--- src/rtl/vga_pkg.sv ---
// Shared constants and types for the VGA framebuffer arbiter.
package vga_pkg;

    localparam int HACTIVE = 640;
    localparam int VACTIVE = 480;
    // Cycles from hcnt/vcnt to colour out: address register, RAM read, pixel latch.
    localparam int LAT     = 3;

    typedef struct packed {
        logic [3:0] r;
        logic [3:0] g;
        logic [3:0] b;
    } rgb12_t;

    typedef enum logic {
        RUN   = 1'b0,
        CLEAR = 1'b1
    } fb_state_e;

endpackage

--- src/rtl/vga_sync_delay.sv ---
// N-stage shift of the raw VGA timing so it lines up with the fetched colour.
module vga_sync_delay #(
    parameter int N = 3
) (
    input  logic vgaclk,
    input  logic reset_n,
    input  logic hsync_i,
    input  logic vsync_i,
    input  logic blank_b_i,
    output logic hsync_o,
    output logic vsync_o,
    output logic blank_b_o
);

    // Inactive timing: syncs high, display blanked.
    localparam logic [2:0] IDLE = 3'b110;

    logic [2:0] stage_q [N];
    logic [2:0] stage_d [N];

    // Shift one stage per pixel clock; stage 0 takes the raw inputs.
    always_comb begin
        stage_d[0] = {hsync_i, vsync_i, blank_b_i};
        for (int i = 1; i < N; i++) begin
            stage_d[i] = stage_q[i-1];
        end
    end

    // Delay-line registers with synchronous reset to the inactive pattern.
    always_ff @(posedge vgaclk) begin
        for (int i = 0; i < N; i++) begin
            if (!reset_n) begin
                stage_q[i] <= IDLE;
            end else begin
                stage_q[i] <= stage_d[i];
            end
        end
    end

    assign {hsync_o, vsync_o, blank_b_o} = stage_q[N-1];

endmodule

--- src/rtl/vga_fb_arbiter.sv ---
// Single-port framebuffer arbiter: 4x-upscaled scan-out fetch, pixel writer port
// and a full-buffer clear sequencer sharing one 1-cycle-read RAM.
module vga_fb_arbiter
    import vga_pkg::*;
#(
    parameter int          FB_W           = 160,
    parameter int          FB_H           = 120,
    parameter int          SCALE_SH       = 2,
    parameter int          ADDR_W         = 15,
    parameter int          DATA_W         = 16,
    parameter logic [11:0] CLR_COLOR      = 12'h000,
    parameter bit          CLEAR_ON_RESET = 1'b1
) (
    input  logic              vgaclk,
    input  logic              reset_n,
    input  logic [9:0]        hcnt,
    input  logic [9:0]        vcnt,
    input  logic              hsync_i,
    input  logic              vsync_i,
    input  logic              blank_b_i,
    output logic              hsync,
    output logic              vsync,
    output logic              blank_b,
    output logic              sync_b,
    output logic [3:0]        r,
    output logic [3:0]        g,
    output logic [3:0]        b,
    output logic [ADDR_W-1:0] mem_addr,
    output logic              mem_we,
    output logic [DATA_W-1:0] mem_wdata,
    input  logic [DATA_W-1:0] mem_rdata,
    input  logic              wr_valid,
    output logic              wr_ready,
    input  logic [ADDR_W-1:0] wr_addr,
    input  logic [11:0]       wr_data,
    output logic              wr_drop,
    input  logic              clear_req,
    output logic              clear_busy,
    output logic              clear_done
);

    // state  | meaning
    // RUN    | normal operation, writer owns every non-display slot
    // CLEAR  | clear sequencer owns every non-display slot, writer stalled

    localparam int                FB_SIZE_I = FB_W * FB_H;
    // One extra bit so a buffer filling the whole address space still compares correctly.
    localparam logic [ADDR_W:0]   FB_SIZE   = (ADDR_W+1)'(FB_SIZE_I);
    localparam logic [ADDR_W-1:0] CLR_LAST  = ADDR_W'(FB_SIZE_I - 1);
    localparam logic [ADDR_W-1:0] FB_W_A    = ADDR_W'(FB_W);
    localparam logic [9:0]        HACT      = 10'(HACTIVE);
    localparam logic [9:0]        VACT      = 10'(VACTIVE);
    localparam logic [DATA_W-1:0] CLR_WORD  = {{(DATA_W-12){1'b0}}, CLR_COLOR};

    fb_state_e         state_q, state_d;
    logic [ADDR_W-1:0] clr_addr_q, clr_addr_d;
    logic [ADDR_W-1:0] mem_addr_q, mem_addr_d;
    logic [DATA_W-1:0] mem_wdata_q, mem_wdata_d;
    logic              mem_we_q, mem_we_d;
    logic              wr_drop_q, wr_drop_d;
    logic              clear_done_q, clear_done_d;
    logic              clear_busy_q, clear_busy_d;
    logic [1:0]        fetch_pipe_q, fetch_pipe_d;
    rgb12_t            pix_q, pix_d;

    logic              disp_slot;
    logic [ADDR_W-1:0] fetch_addr;
    logic              wr_xfer;
    logic              wr_in_range;
    logic              clr_write;
    logic              clr_last;
    logic              unused_rdata;

    // Display slot detection and upscaled fetch address (row * FB_W + col).
    always_comb begin
        disp_slot  = (hcnt < HACT) && (vcnt < VACT) && (hcnt[SCALE_SH-1:0] == '0);
        fetch_addr = ADDR_W'(vcnt >> SCALE_SH) * FB_W_A + ADDR_W'(hcnt >> SCALE_SH);
    end

    // Writer is only offered slots the display does not need, and never while held in reset.
    assign wr_ready    = ~disp_slot & (state_q == RUN) & reset_n;
    assign wr_xfer     = wr_valid & wr_ready;
    assign wr_in_range = {1'b0, wr_addr} < FB_SIZE;
    assign clr_write   = (state_q == CLEAR) & ~disp_slot;
    assign clr_last    = (clr_addr_q == CLR_LAST);

    // FSM state register.
    always_ff @(posedge vgaclk) begin
        if (!reset_n) begin
            state_q <= CLEAR_ON_RESET ? CLEAR : RUN;
        end else begin
            state_q <= state_d;
        end
    end

    // FSM next state: a clear request is honoured only from RUN, so it cannot restart a clear.
    always_comb begin
        state_d = state_q;
        case (state_q)
            RUN:     if (clear_req)             state_d = CLEAR;
            CLEAR:   if (clr_write && clr_last) state_d = RUN;
            default:                            state_d = RUN;
        endcase
    end

    // FSM outputs: pick the RAM slot owner and form the next address/data/strobe values.
    always_comb begin
        mem_addr_d   = mem_addr_q;
        mem_wdata_d  = mem_wdata_q;
        mem_we_d     = 1'b0;
        wr_drop_d    = 1'b0;
        clear_done_d = 1'b0;
        clr_addr_d   = clr_addr_q;
        clear_busy_d = (state_q == CLEAR);
        if (disp_slot) begin
            mem_addr_d = fetch_addr;
        end else if (clr_write) begin
            mem_addr_d  = clr_addr_q;
            mem_wdata_d = CLR_WORD;
            mem_we_d    = 1'b1;
            if (clr_last) begin
                clr_addr_d   = '0;
                clear_done_d = 1'b1;
            end else begin
                clr_addr_d = clr_addr_q + 1'b1;
            end
        end else if (wr_xfer) begin
            // Out-of-range writes still complete the handshake but never reach the RAM.
            mem_addr_d  = wr_addr;
            mem_wdata_d = {{(DATA_W-12){1'b0}}, wr_data};
            mem_we_d    = wr_in_range;
            wr_drop_d   = ~wr_in_range;
        end
    end

    // Read pipeline: fetch_pipe[1] marks the cycle in which mem_rdata holds a fetched pixel.
    always_comb begin
        fetch_pipe_d = {fetch_pipe_q[0], disp_slot};
        pix_d        = fetch_pipe_q[1] ? rgb12_t'(mem_rdata[11:0]) : pix_q;
    end

    assign unused_rdata = ^mem_rdata[DATA_W-1:12];

    // Datapath registers.
    always_ff @(posedge vgaclk) begin
        if (!reset_n) begin
            clr_addr_q   <= '0;
            mem_addr_q   <= '0;
            mem_wdata_q  <= '0;
            mem_we_q     <= 1'b0;
            wr_drop_q    <= 1'b0;
            clear_done_q <= 1'b0;
            clear_busy_q <= 1'b0;
            fetch_pipe_q <= '0;
            pix_q        <= '0;
        end else begin
            clr_addr_q   <= clr_addr_d;
            mem_addr_q   <= mem_addr_d;
            mem_wdata_q  <= mem_wdata_d;
            mem_we_q     <= mem_we_d;
            wr_drop_q    <= wr_drop_d;
            clear_done_q <= clear_done_d;
            clear_busy_q <= clear_busy_d;
            fetch_pipe_q <= fetch_pipe_d;
            pix_q        <= pix_d;
        end
    end

    vga_sync_delay #(
        .N (LAT)
    ) u_sync_delay (
        .vgaclk    (vgaclk),
        .reset_n   (reset_n),
        .hsync_i   (hsync_i),
        .vsync_i   (vsync_i),
        .blank_b_i (blank_b_i),
        .hsync_o   (hsync),
        .vsync_o   (vsync),
        .blank_b_o (blank_b)
    );

    assign sync_b     = hsync & vsync;
    assign r          = blank_b ? pix_q.r : 4'h0;
    assign g          = blank_b ? pix_q.g : 4'h0;
    assign b          = blank_b ? pix_q.b : 4'h0;
    assign mem_addr   = mem_addr_q;
    assign mem_we     = mem_we_q;
    assign mem_wdata  = mem_wdata_q;
    assign wr_drop    = wr_drop_q;
    assign clear_busy = clear_busy_q;
    assign clear_done = clear_done_q;

endmodule

--- config.mk ---
export PLATFORM = sky130hd
export DESIGN_NAME = vga_fb_arbiter
export DESIGN_NICKNAME = d
export VERILOG_FILES = /design/src/rtl/vga_pkg.sv /design/src/rtl/vga_sync_delay.sv /design/src/rtl/vga_fb_arbiter.sv
export SDC_FILE = /design/constraint.sdc
export NUM_CORES = 1
export LEC_CHECK = 0
export BUFFER_PORTS_ARGS = -buffer_cell sky130_fd_sc_hd__buf_2
export CORE_ASPECT_RATIO = 2
export CORE_MARGIN = 3
export CORE_UTILIZATION = 45
export CTS_BUF_LIST = sky130_fd_sc_hd__clkbuf_4 sky130_fd_sc_hd__clkbuf_8 sky130_fd_sc_hd__clkbuf_16
export CTS_CLUSTER_SIZE = 40
export DETAILED_ROUTE_END_ITERATION = 8
export PLACE_DENSITY = 0.7
export SLEW_MARGIN = 15
export SYNTH_ARGS = -nofsm -noshare
export SYNTH_HDL_FRONTEND = slang
export SYNTH_SLANG_ARGS = --single-unit
--- constraint.sdc ---
create_clock -name vgaclk -period 5.1 [get_ports vgaclk]
set_input_delay 0.255 -clock vgaclk [delete_from_list [all_inputs] [get_ports vgaclk]]
set_output_delay 0.255 -clock vgaclk [all_outputs]
set_load 0.005 [all_outputs]
=== Yosys cells after proc, flatten, opt, wreduce, memory -nomap -nowiden ===
Memories as Yosys holds them, arrays and structs flattened.
Index checks and enable logic that the tools add are counted.

* Multiply operators: 1
* Bitwise gates (word level): 14
* Multiplexer cells: 20
* $lt $le $gt $ge: 3
* Add/subtract/negate cells: 2
* Eq/ne operators: 1
* Reduce and logical (&&, ||, !) cells: 11

{| class="wikitable"
|+ Operators by type and width
! kind !! count
|-
| 2-to-1 mux 15 bit || 4
|-
| 2-to-1 mux 16 bit || 2
|-
| adder 15 x 1 -> 15 bit (second input constant) || 1
|-
| adder 15 x 8 -> 15 bit || 1
|-
| equality test 15 bit (second input constant) || 1
|-
| < comparator 15 bit (second input constant) || 1
|-
| 2-to-1 mux 4 bit || 3
|-
| < comparator 10 bit (second input constant) || 1
|-
| < comparator 10 x 9 -> 1 bit (second input constant) || 1
|-
| multiplier 8 x 3 -> 10 bit (second input constant) || 1
|-
| 2-to-1 mux 3 bit || 3
|-
| 2-to-1 mux 1 bit || 7
|-
| NOT 1 bit || 6
|-
| bitwise AND 1 bit || 5
|-
| AND reduction 2 bit || 2
|-
| OR reduction 4 bit || 1
|-
| logical AND 1 bit || 3
|-
| OR 1 bit || 3
|-
| nonzero test 3 bit || 1
|-
| OR reduction 3 bit || 1
|-
| zero test 2 bit || 1
|-
| case mux 1 bit (2 select lines) || 1
|-
| nonzero test 2 bit || 1
|-
| OR reduction 2 bit || 1
|}

* Memories kept: 1
* Output and inout port bits: 52
* Bits of input ports: 70
* Memory bits (writable): 9
* Bits in registers: 65

{| class="wikitable"
|+ Memory list
! name !! words !! width !! read ports !! clocked after memory_dff !! write ports !! RTL line !! source
|-
| u_sync_delay.stage_q || 3 || 3 || 3 || 0 || 3 || vga_sync_delay.sv:18 || <nowiki>logic [2:0] stage_q [N];</nowiki>
|}

=== Depth between registers and ports, before layout ===
* Depth in word-level cells: 10
* Depth in mapped cells: 10
* Mapped depth without buffers: 10

=== Cells and area by module ===
From an unflattened synthesis, not the netlist that was laid out.

* Cells, all modules: 407
* Area, all modules: 3649.8 um^2

{| class="wikitable"
|+ Modules (own cells, without submodules)
! module !! area each (um^2) !! times used !! cells each
|-
| vga_fb_arbiter || 3413.3 || 1 || 389
|-
| vga_sync_delay || 236.5 || 1 || 18
|}

=== Worst setup path after synthesis ===
OpenSTA, ideal clock, no wires.

* Path kind: input -> register
* Start point: input vcnt[3]
* End point: register mem_addr_q[13] (netlist: mem_addr[13])
* Setup time: 0.119 ns
* Stages: 10
* Slack: 2.942 ns
* Arrival: 2.038 ns
* Data required time: 4.981 ns
* Path through: ha_1 ha_1 inv_1 fa_1 nand2b_1 a21oi_2 xor2_1 and4_1 xnor2_1 a21oi_1

* Longest elaborated chain between the ends: 8
* Elaborated cells between the ends (all ways): 13

{| class="wikitable"
|+ Ends and longest elaborated chain
! item !! RTL line !! source
|-
| start, declared || vga_fb_arbiter.sv:17 || <nowiki>input logic [9:0] vcnt,</nowiki>
|-
| branches (longest 8 deep; another with adder 15 x 8 -> 15 bit) || - ||
|-
| end signal, assigned || vga_fb_arbiter.sv:158 || <nowiki>mem_addr_q <= mem_addr_d;</nowiki>
|-
| end, declared || vga_fb_arbiter.sv:57 || <nowiki>logic [ADDR_W-1:0] mem_addr_q, mem_addr_d;</nowiki>
|}

Parallel ways; which one is timed is not known.
A chain may end at the register's enable or synchronous reset.

=== Worst setup path after layout ===
* Start point: register state_q (netlist: clear_busy_d)
* End point: register clr_addr_q[7]

* Longest elaborated chain between the ends: 2

{| class="wikitable"
|+ Ends and longest elaborated chain
! item !! RTL line !! source
|-
| start, declared || vga_fb_arbiter.sv:55 || <nowiki>fb_state_e state_q, state_d;</nowiki>
|-
| start signal, assigned || vga_fb_arbiter.sv:90 || <nowiki>state_q <= CLEAR_ON_RESET ? CLEAR : RUN;</nowiki>
|-
| start signal, assigned || vga_fb_arbiter.sv:92 || <nowiki>state_q <= state_d;</nowiki>
|-
| bitwise AND 1 bit || vga_fb_arbiter.sv:84 || <nowiki>assign clr_write = (state_q == CLEAR) & ~disp_slot;</nowiki>
|-
| AND reduction 2 bit (no line) || - ||
|-
| end signal, assigned || vga_fb_arbiter.sv:157 || <nowiki>clr_addr_q <= clr_addr_d;</nowiki>
|-
| end, declared || vga_fb_arbiter.sv:56 || <nowiki>logic [ADDR_W-1:0] clr_addr_q, clr_addr_d;</nowiki>
|}

Every way passes these cells.

==> reports/results.ini <==
[detailed_routing]
wl_met3_um = 496
firstDrtPassIters = 4
wl_per_cell_um = 14.4
antenna_left = 0
met2WireLength_um = 4670
drt-met1-wl_um = 3140
routed_via_density = 5.24
num_vias = 3175
drtIter0Drc = 121
drc = 0
highest_layer = met4
totalWireLength_um = 8700

[final_layout]
post-route-cell-area_sq_um = 4500
fill_cells = 741
antenna_cells = 0
final_nets = 594
area_growth_pct = 22.1
final_cells = 606
drive_gt1_frac = 0.280

[setup_path]
required_ps = 5300
path_class = reg2reg
crit_path_end_kind = flip-flop
cp_max_fo = 18
start_kind = flip-flop
crit_arrival_ps = 2440

[synth]
synth_edf_count = 0
yosys.area_share.xor_xnor = 0.0451
avgSynthCellArea_sq_um = 9.15
synth_compound_area_frac = 0.139
synth-main-ff-cell = dfxtp_1
yosys_warnings = 0
synth_area_sq_um = 3690
yosysUniqueCellTypes = 54
ys_ff_latch = 70
synthMuxAreaShare = 0.0655
synth_top_family_by_area = simple AND/OR/NAND/NOR gates
synth_fa_ha_area_frac = 0.0652
synthSimpleGateAreaFrac = 0.254
async_flop_share = 0
seq_area_frac_synth = 0.380
syn_inst = 403

[power_and_ir_drop]
p_leak_uw = 0.00201
ir_worst_vdd_mv = 0.169
powerDensity_nw_per_um2 = 284

[global_routing]
grt_max_degree = 67
overflow = 0
antenna_found_initial = 0
grt.total_usage = 0.189
first_global_vias = 3276
grt_pass1_wl_um = 14400

[placed_design]
gp_congestion = 0.893
place_inst = 591
portBuffers = 111
dpl_cell_area_sq_um = 4240
dp_hpwl_um = 6770

[timing]
holdWs_ps = 115
rsz0062_at_grt = no
max_freq_mhz = 446
slew_viol_final = 0
setup_viol = 0
fin_worst_skew_ps = 5.47
slew_headroom = 0.365
worst_slew_pin_slew_ps = 953
hold_viol = 0
period_share = 0.440
setup_tns_ps = 0
post-route-min-period_ps = 2240

[min_path]
hold_class = in2reg

[cts]
cts.path.max_buffers = 2
cts-htree-levels = 3
tritoncts = built
clkTransAtPathRegs_ps = 50
numCtsBuffers = 9
cts.sinks = 70
root_buffer = clkbuf_16
cts_setup_buffers = 0
postCtsHoldBufs = 0
cts_resized = 0
clkLatencyLatePin_ps = 320

[die]
fp.dieH_um = 134
rows = 46
core-area_sq_um = 7940
fp.dieW_um = 70.0
boundaryPins = 122
initial_core_util = 0.464
die_area_sq_um = 9380

[outcome]
status = complete, no violations

[flow_run]
cap_violations = 0

==> power by group <==
part	leakage [uW]	switching [uW]	internal [uW]
Clock	0.000137	207	346
Sequential	0.000568	6.79	559
Combinational	0.00130	83.8	76.2
==> kinds of logic after synthesis <==
| kind of cell | after synthesis |
|---|---|
| adders and majority gates | 18 |
| buffers and inverters | 32 |
| xor gates and xnor gates | 19 |
| muxes | 24 |
| DFF | 70 |
| AOI/OAI and AO/OA | 75 |
| and+or+nand+nor | 164 |
| other | 1 |
==> flip-flops by register name (all words and copies together) (netlist names), 2 cells and up <==
signal and flops:
clr_addr_q 15, fetch_pipe_q 2, mem_addr 15, mem_wdata 12
pix_q 12, u_sync_delay.stage_q 9
==> synth_stat cells (2+ instances only) <==
master    count  area, sq um
a211oi_1     10         75.1
a21o_1        2         15.0
a21oi_1      21          105
a22oi_1      12         90.1
and2_1       22          138
and3_1        4         25.0
and4_1        2         17.5
buf_2         3         15.0
buf_4         8         60.1
buf_6         4         45.0
clkbuf_1      9         33.8
dfxtp_1      70         1400
fa_1          2         40.0
ha_1         16          200
inv_1         7         26.3
mux2i_1      23          230
nand2_1      23         86.3
nand2b_1      8         50.1
nand3_1       9         45.0
nand4_1       4         25.0
nand4b_1      2         17.5
nor2_1       33          124
nor2b_1      39          244
nor3_1        5         25.0
nor3_4        2         32.5
o211a_1       2         20.0
o211ai_1      4         30.0
o21ai_0      10         50.1
o21ai_1       2         10.0
o21ai_2       2         17.5
o31ai_1       3         22.5
xnor2_1      10         87.6
xor2_1        9         78.8
==> critical path, stage by stage, from the launching register on <==
cell	delay, ps
dfxtp_1	660
buf_4	370
nand4_1	210
a31oi_4	300
nand2_2	130
o21ai_2	350
nor2_1	100
==> worst paths after layout <==
check,slack (ps),end,start,cells after the start
worst min-delay path,120,u_sync_delay.stage_q[0][1],vsync_i,2
worst max register to register,2860,clr_addr_q[7],clear_busy_d,6
worst max-delay path,2860,clr_addr_q[7],clear_busy_d,6
worst min register to register,410,u_sync_delay.stage_q[1][1],u_sync_delay.stage_q[0][1],1
==> metal layers <==
metal / global-route usage / vias to the layer above
li1: - / 1596
met1: 0.191 / 1439
met2: 0.346 / 112
met3: 0.0405 / 28
met4: 0.114 / 0
met5: 0 / -
==> area by class of cell <==
type / instances / area [sq um] / share of cell area
well taps: 96 / 120 / 0.0267
inverters: 8 / 30.0 / 0.00667
clock inverters: 2 / 10.0 / 0.00222
multi-input cells: 304 / 2110 / 0.470
flip-flops and latches: 70 / 1400 / 0.311
clock buffers: 13 / 255 / 0.0567
repair buffers: 113 / 571 / 0.127
==> placed cells by master (no fill, tap or decap), types with 12 or more instances in the layout <==
| master | synthesis | final |
|---|---|---|
| buf_2 | 3 | 111 |
| dfxtp_1 | 70 | 70 |
| nor2b_1 | 39 | 39 |
| nor2_1 | 33 | 33 |
| nand2_1 | 23 | 23 |
| mux2i_1 | 23 | 23 |
| and2_1 | 22 | 22 |
| a21oi_1 | 21 | 21 |
| ha_1 | 16 | 16 |
| a22oi_1 | 12 | 12 |
==> stage by stage <==
stage / utilization / power (uW) / setup WS, ps
finish: 0.567 / 1280 / 2860
global route: 0.567 / 1330 / 2650
CTS: 0.567 / 1290 / 2830
detailed placement: 0.533 / 737 / 2630
global placement: 0.533 / 733 / 2630
floorplan: - / 684 / 2940
Power figures use the tool's default switching activity.
